<file path="config.mk">
export PLATFORM = sky130hd
export DESIGN_NAME = id_stage
export DESIGN_NICKNAME = d
export VERILOG_FILES = /design/src/rtl/id_stage_pkg.sv /design/src/rtl/id_stage_if.sv /design/src/rtl/id_stage_regfile.sv /design/src/rtl/id_stage.sv
export SDC_FILE = /design/constraint.sdc
export NUM_CORES = 2
export LEC_CHECK = 0
export ABC_CLOCK_PERIOD_IN_PS = 3000
export BUFFER_PORTS_ARGS = -buffer_cell sky130_fd_sc_hd__buf_2
export CAP_MARGIN = 20
export CORE_MARGIN = 1.5
export CORE_UTILIZATION = 50
export CTS_BUF_LIST = sky130_fd_sc_hd__clkbuf_4
export DETAILED_ROUTE_END_ITERATION = 12
export PLACE_DENSITY_LB_ADDON = 0.1
export SLEW_MARGIN = 40
export SYNTH_ARGS = -nofsm -noshare
export SYNTH_HDL_FRONTEND = slang
export SYNTH_HIERARCHICAL = 1
export SYNTH_SLANG_ARGS = --single-unit
</file>
<file path="constraint.sdc">
create_clock -name clk -period 3 [get_ports clk]
set_input_delay 0.3 -clock clk [delete_from_list [all_inputs] [get_ports clk]]
set_output_delay 0.3 -clock clk [all_outputs]
set_load 0.05 [all_outputs]
</file>
<file path="src/rtl/id_stage_pkg.sv">
// Shared pipeline types for the decode stage: IF/ID and ID/EX records,
// control enums, RV32I opcode constants.
package id_stage_pkg;

    localparam logic [31:0] NOP = 32'h00000013;

    localparam logic [6:0] OPC_LUI    = 7'b0110111;
    localparam logic [6:0] OPC_AUIPC  = 7'b0010111;
    localparam logic [6:0] OPC_JAL    = 7'b1101111;
    localparam logic [6:0] OPC_JALR   = 7'b1100111;
    localparam logic [6:0] OPC_BRANCH = 7'b1100011;
    localparam logic [6:0] OPC_LOAD   = 7'b0000011;
    localparam logic [6:0] OPC_STORE  = 7'b0100011;
    localparam logic [6:0] OPC_OPIMM  = 7'b0010011;
    localparam logic [6:0] OPC_OP     = 7'b0110011;
    localparam logic [6:0] OPC_FENCE  = 7'b0001111;
    localparam logic [6:0] OPC_SYSTEM = 7'b1110011;

    localparam logic [31:0] INSN_ECALL  = 32'h00000073;
    localparam logic [31:0] INSN_EBREAK = 32'h00100073;

    typedef enum logic [1:0] {SRCA_RS1, SRCA_PC, SRCA_ZERO} alu_src_a_e;
    typedef enum logic {SRCB_RS2, SRCB_IMM} alu_src_b_e;
    typedef enum logic [1:0] {RES_ALU, RES_MEM, RES_PC4} result_src_e;
    typedef enum logic [3:0] {
        ALU_ADD, ALU_SUB, ALU_SLL, ALU_SLT, ALU_SLTU,
        ALU_XOR, ALU_SRL, ALU_SRA, ALU_OR, ALU_AND
    } alu_op_e;

    typedef struct packed {
        logic [31:0] pc;
        logic [31:0] pcplus4;
    } if_id_t;

    typedef struct packed {
        logic        valid;
        logic [31:0] pc;
        logic [31:0] pcplus4;
        logic [31:0] rs1_data;
        logic [31:0] rs2_data;
        logic [31:0] imm;
        logic [4:0]  rd;
        logic [4:0]  rs1;
        logic [4:0]  rs2;
        logic        reg_we;
        logic        mem_re;
        logic        mem_we;
        logic        branch;
        logic        jump;
        logic        jalr;
        alu_src_a_e  alu_src_a;
        alu_src_b_e  alu_src_b;
        result_src_e result_src;
        alu_op_e     alu_op;
        logic [2:0]  funct3;
        logic        illegal;
        logic        ecall;
        logic        ebreak;
    } id_ex_t;

    localparam id_ex_t BUBBLE = '0;

    // alt selects SUB/SRA; callers only pass it where funct7[5] is meaningful
    function automatic alu_op_e arith_op(input logic [2:0] f3, input logic alt);
        case (f3)
            3'b000:  return alt ? ALU_SUB : ALU_ADD;
            3'b001:  return ALU_SLL;
            3'b010:  return ALU_SLT;
            3'b011:  return ALU_SLTU;
            3'b100:  return ALU_XOR;
            3'b101:  return alt ? ALU_SRA : ALU_SRL;
            3'b110:  return ALU_OR;
            default: return ALU_AND;
        endcase
    endfunction

endpackage

</file>
<file path="src/rtl/id_stage_if.sv">
// Register-file write bus driven by writeback.
interface id_stage_if;
    logic        we;
    logic [4:0]  rd;
    logic [31:0] data;

    modport master (output we, rd, data);
    modport slave  (input  we, rd, data);
endinterface

</file>
<file path="src/rtl/id_stage_regfile.sv">
// 32x32 register file: two combinational read ports with same-cycle write
// bypass, one synchronous write port. x0 is hardwired to zero.
module id_stage_regfile (
    input  logic        clk,
    id_stage_if.slave   wr,
    input  logic [4:0]  raddr1,
    input  logic [4:0]  raddr2,
    output logic [31:0] rdata1,
    output logic [31:0] rdata2
);
    logic [31:0] mem [32];

    always_ff @(posedge clk) begin
        if (wr.we && wr.rd != 5'd0) mem[wr.rd] <= wr.data;
    end

    // raddr != 0 is checked first, so a bypass hit can never target x0
    always_comb begin
        if (raddr1 == 5'd0)                    rdata1 = '0;
        else if (wr.we && wr.rd == raddr1)     rdata1 = wr.data;
        else                                   rdata1 = mem[raddr1];
        if (raddr2 == 5'd0)                    rdata2 = '0;
        else if (wr.we && wr.rd == raddr2)     rdata2 = wr.data;
        else                                   rdata2 = mem[raddr2];
    end
endmodule

</file>
<file path="src/rtl/id_stage.sv">
// RV32I decode stage: aligns PC with the BRAM instruction word, decodes,
// reads the register file and registers the result into ID/EX.
module id_stage
    import id_stage_pkg::*;
(
    input  logic        clk,
    input  logic        rst,
    input  logic        stall,
    input  logic        flush,
    input  logic [31:0] instr,
    input  if_id_t      in,
    input  logic        wb_we,
    input  logic [4:0]  wb_rd,
    input  logic [31:0] wb_data,
    output id_ex_t      out,
    output logic [4:0]  rs1_addr,
    output logic [4:0]  rs2_addr
);
    logic [31:0] pc_q, pcplus4_q;
    logic        fv_q;
    logic [31:0] rs1_data, rs2_data;
    logic [31:0] imm_i, imm_s, imm_b, imm_u, imm_j;
    logic [6:0]  opcode;
    id_ex_t      dec;

    id_stage_if wb_if ();
    assign wb_if.we   = wb_we;
    assign wb_if.rd   = wb_rd;
    assign wb_if.data = wb_data;

    assign rs1_addr = instr[19:15];
    assign rs2_addr = instr[24:20];
    assign opcode   = instr[6:0];

    id_stage_regfile u_regfile (
        .clk    (clk),
        .wr     (wb_if),
        .raddr1 (rs1_addr),
        .raddr2 (rs2_addr),
        .rdata1 (rs1_data),
        .rdata2 (rs2_data)
    );

    // instr arrives one cycle after its PC, so the PC is delayed to match;
    // fv_q marks the first BRAM word after reset/redirect as garbage
    always_ff @(posedge clk) begin
        if (rst) begin
            pc_q      <= '0;
            pcplus4_q <= '0;
            fv_q      <= 1'b0;
        end else begin
            if (flush)       fv_q <= 1'b0;
            else if (!stall) fv_q <= 1'b1;
            if (!stall && !flush) begin
                pc_q      <= in.pc;
                pcplus4_q <= in.pcplus4;
            end
        end
    end

    assign imm_i = {{20{instr[31]}}, instr[31:20]};
    assign imm_s = {{20{instr[31]}}, instr[31:25], instr[11:7]};
    assign imm_b = {{19{instr[31]}}, instr[31], instr[7], instr[30:25], instr[11:8], 1'b0};
    assign imm_u = {instr[31:12], 12'b0};
    assign imm_j = {{11{instr[31]}}, instr[31], instr[19:12], instr[20], instr[30:21], 1'b0};

    always_comb begin
        dec          = '0;
        dec.valid    = fv_q;
        dec.pc       = pc_q;
        dec.pcplus4  = pcplus4_q;
        dec.rs1_data = rs1_data;
        dec.rs2_data = rs2_data;
        dec.rd       = instr[11:7];
        dec.rs1      = rs1_addr;
        dec.rs2      = rs2_addr;
        dec.funct3   = instr[14:12];
        case (opcode)
            OPC_LUI: begin
                dec.imm = imm_u; dec.reg_we = 1'b1;
                dec.alu_src_a = SRCA_ZERO; dec.alu_src_b = SRCB_IMM;
            end
            OPC_AUIPC: begin
                dec.imm = imm_u; dec.reg_we = 1'b1;
                dec.alu_src_a = SRCA_PC; dec.alu_src_b = SRCB_IMM;
            end
            OPC_JAL: begin
                dec.imm = imm_j; dec.reg_we = 1'b1; dec.jump = 1'b1;
                dec.alu_src_a = SRCA_PC; dec.alu_src_b = SRCB_IMM; dec.result_src = RES_PC4;
            end
            OPC_JALR: begin
                dec.imm = imm_i; dec.reg_we = 1'b1; dec.jump = 1'b1; dec.jalr = 1'b1;
                dec.alu_src_b = SRCB_IMM; dec.result_src = RES_PC4;
            end
            OPC_BRANCH: begin
                dec.imm = imm_b; dec.branch = 1'b1;
                dec.alu_op = instr[14] ? (instr[13] ? ALU_SLTU : ALU_SLT) : ALU_SUB;
            end
            OPC_LOAD: begin
                dec.imm = imm_i; dec.reg_we = 1'b1; dec.mem_re = 1'b1;
                dec.alu_src_b = SRCB_IMM; dec.result_src = RES_MEM;
            end
            OPC_STORE: begin
                dec.imm = imm_s; dec.mem_we = 1'b1; dec.alu_src_b = SRCB_IMM;
            end
            OPC_OPIMM: begin
                dec.imm = imm_i; dec.reg_we = 1'b1; dec.alu_src_b = SRCB_IMM;
                dec.alu_op = arith_op(instr[14:12], instr[14:12] == 3'b101 && instr[30]);
            end
            OPC_OP: begin
                dec.reg_we = 1'b1;
                dec.alu_op = arith_op(instr[14:12], instr[30]);
            end
            OPC_FENCE: ;
            OPC_SYSTEM: begin
                if (instr == INSN_ECALL)       dec.ecall   = 1'b1;
                else if (instr == INSN_EBREAK) dec.ebreak  = 1'b1;
                else                           dec.illegal = 1'b1;
            end
            default: dec.illegal = 1'b1;
        endcase
        if (dec.rd == 5'd0) dec.reg_we = 1'b0;
        // a squashed word must not write, trap or redirect downstream
        if (!fv_q) begin
            dec.reg_we  = 1'b0; dec.mem_re = 1'b0; dec.mem_we = 1'b0;
            dec.branch  = 1'b0; dec.jump   = 1'b0; dec.jalr   = 1'b0;
            dec.illegal = 1'b0; dec.ecall  = 1'b0; dec.ebreak = 1'b0;
        end
    end

    always_ff @(posedge clk) begin
        if (rst || flush || stall) out <= BUBBLE;
        else                       out <= dec;
    end
endmodule

</file>
==> results_dict.tcl <==
set metrics [dict create \
    die_y_um 337.7 \
    cp.buffers_inverters 7 \
    yosys.cell_types.count 79 \
    met3_usage 0.08713 \
    busiest_layer "met2" \
    synth_area_leader_cell "edfxtp_1" \
    multi_input_area_mm2 0.01898 \
    cp_max_fo 22 \
    io-pin-count 345 \
    root_buffer "clkbuf_4" \
    design.die.area_mm2 0.1140 \
    cts_buffers 345 \
    path_class "primary input to flop" \
    drtAntennaViolNets 0 \
    crit_top_cell "dlygate4sd3_1" \
    synth-seq-cells 1286 \
    clock_skew_ns 0.1149 \
    synthTopCellsByArea "edfxtp_1 55%, mux4_2 17%, dfxtp_1 9.4%" \
    setup_viol 0 \
    run_status "completed" \
    fillers 7886 \
    p_leak_nw 24.88 \
    fmax_mhz 344.9 \
    routabilityCongestion 0.9065 \
    synth-async-reset-ratio 0 \
    port_buffers 344 \
    ys_warn_count 6 \
    synth_cells 3329 \
    fin_nets 4523 \
    cts_setup_buffers 0 \
    area_growth_pct 23.75 \
    tightest_slew_ns 0.7920 \
    met2_usage 0.5616 \
    dp_hpwl_mm 112.1 \
    synth.yosys.seq_area_share 0.6427 \
    slowest_stage "dlygate4sd3_1" \
    gr-total-overflow 0 \
    clk_path_buf_depth 4 \
    grt_pass1_vias 40980 \
    cp_slowest_stage_delay_ns 0.63 \
    grt_util_met1 0.4554 \
    initial_utilization 0.5054 \
    cap_violations 0 \
    worst_skew_pair.late_latency_ns 1.23 \
    post-route-min-period_ns 2.900 \
    grt_pass1_wl_mm 283.0 \
    final-max-slew-violation-count 0 \
    period_share 0.9666 \
    crit_path_cell_trace "dlygate4sd3_1 > buf_2 > dlygate4sd3_1 > nor2_4 > buf_8 > buf_4 > nand2_1 > dlygate4sd3_1 > a21oi_1 > dlygate4sd3_1" \
    synth_ff_type "edfxtp_1" \
    vias 39520 \
    grt.total_usage 0.3518 \
    arrival_ns 4.07 \
    drt_wl_total_mm 199.9 \
    clkTransAtPathRegs_ns 0.09 \
    end_kind "flop" \
    avgRoutedWirePerCell_um 32.57 \
    critPathLaunchType "primary input" \
    regArea_mm2 0.03599 \
    drt_iter0_markers 4692 \
    drive_above_1_share 0.3443 \
    final_cell_mix "1024 x edfxtp_1, 494 x clkbuf_4, 417 x mux4_2" \
    cts_tree "built" \
    rsz0062_at_grt "false" \
    first_pass_iters 6 \
    relSlewSlack 0.4720 \
    grt_max_degree 93 \
    synth-edff-count 1024 \
    die_w_um 337.7 \
    hold_path.class "primary input to flop" \
    syn_area_mm2 0.05600 \
    vdd_ir_drop_max_uv 287.7 \
    remaining_drc_errors 0 \
    synth_top_area_share 0.5490 \
    htree_levels 5 \
    num_rows 122 \
    final_common_cell "edfxtp_1" \
    core_mm2 0.1108 \
    final_util 0.6254 \
    critPathRequiredTime_ns 4.17 \
    clock_sinks 1286 \
    viasPerCell 6.439 \
    antenna_found_initial 16 \
    syn_area_per_cell_um2 16.82 \
    tns_ns 0 \
    powerDensity_mw_per_mm2 563.9 \
    crit_family "buffers and inverters" \
    hold_violations 0 \
]
[per-stage QoR]
step	instances	total power, mW	hold slack, ns	setup slack [ns]	area (µm²)
after floorplan	3360	22.03	0.3728	0.1227	56120
after global placement	5139	23.34	0.4352	0.3222	61060
final	6137	39.08	0.1174	0.1003	69310
after CTS	6127	39.09	0.007117	0.06626	69280
after global routing	6135	40.41	0.06297	0.1523	69300
after detailed placement	5141	23.40	0.4397	0.2982	61100
[state kept, by name, indices dropped and copies added, names as in the netlist]
signal	flops
pc_q	32
out	197
u_regfile/mem	1024
pcplus4_q	32
fv_q	1
[timing repair]
item                                    in CTS  in global routing
endpoints found under the hold margin     1370                  0
hold buffers                               386                  0
endpoints found under the setup margin       0                  4
resized for setup                            0                  1
[power breakdown]
part / switching, mW / internal (mW)
combinational: 2.20 / 1.63
sequential: 0.145 / 19.5
clock: 7.44 / 8.15
[worst paths after layout]
path / slack (ns) / cells after the start / endpoint / startpoint
worst max-delay path: 0.10 / 10 / pcplus4_q[19]$_SDFFE_PP0P_ / flush
worst min-delay path: 0.12 / 2 / u_regfile/mem[14][3]$_DFFE_PP_ / wb_data[3]
worst max register to register: 0.88 / 6 / out[20]$_SDFF_PP0_ / fv_q$_SDFFE_PP0N_
worst min register to register: 0.43 / 1 / out[158]$_SDFF_PP0_ / pcplus4_q[26]$_SDFFE_PP0P_
[layer usage]
metal | part of all wire | vias to the layer above | wire, µm
met4 | 0.046 | 6 | 9187
li1 | - | 15860 | -
met2 | 0.48 | 2864 | 94970
met3 | 0.11 | 587 | 22130
met5 | 0.00021 | - | 41
met1 | 0.37 | 20200 | 73540
[logic make-up after synthesis]
family          share of synthesized area
compound gates                    0.06696
xor+xnor                         0.001564
buf+inv                           0.02618
flops                              0.6427
mux                                0.2113
other cells                    0.00006696
simple gates                      0.05127
[synthesized netlist by cell type (all sizes together), types with 6 or more instances]
cell	instances
or3	7
a21oi	130
nor3	15
o221ai	31
a21o	14
mux2	30
nand2	210
a211oi	22
nor2	98
o21ai	43
nand3b	10
edfxtp	1024
inv	8
xnor2	10
clkbuf	110
or3b	7
o31ai	12
o22ai	44
o2111ai	7
buf	156
nor2b	21
mux4	417
nand3	9
a22oi	85
dfxtp	262
mux2i	210
and2	155
a221oi	28
a31oi	6
o22a	7
a22o	48
nor4	6
a2111oi	26
nand4	11
[final cells by class]
| cell class | count | area share |
|---|---|---|
| inverters | 8 | 0.0004333 |
| clock inverters | 107 | 0.008882 |
| diodes | 11 | 0.0003972 |
| clock buffers | 493 | 0.05340 |
| flip-flops and latches | 1286 | 0.5193 |
| repair buffers | 944 | 0.1169 |
| multi-input cells | 1800 | 0.2738 |
| well taps | 1488 | 0.02686 |
No activity file was read; power rests on OpenSTA's default activity.
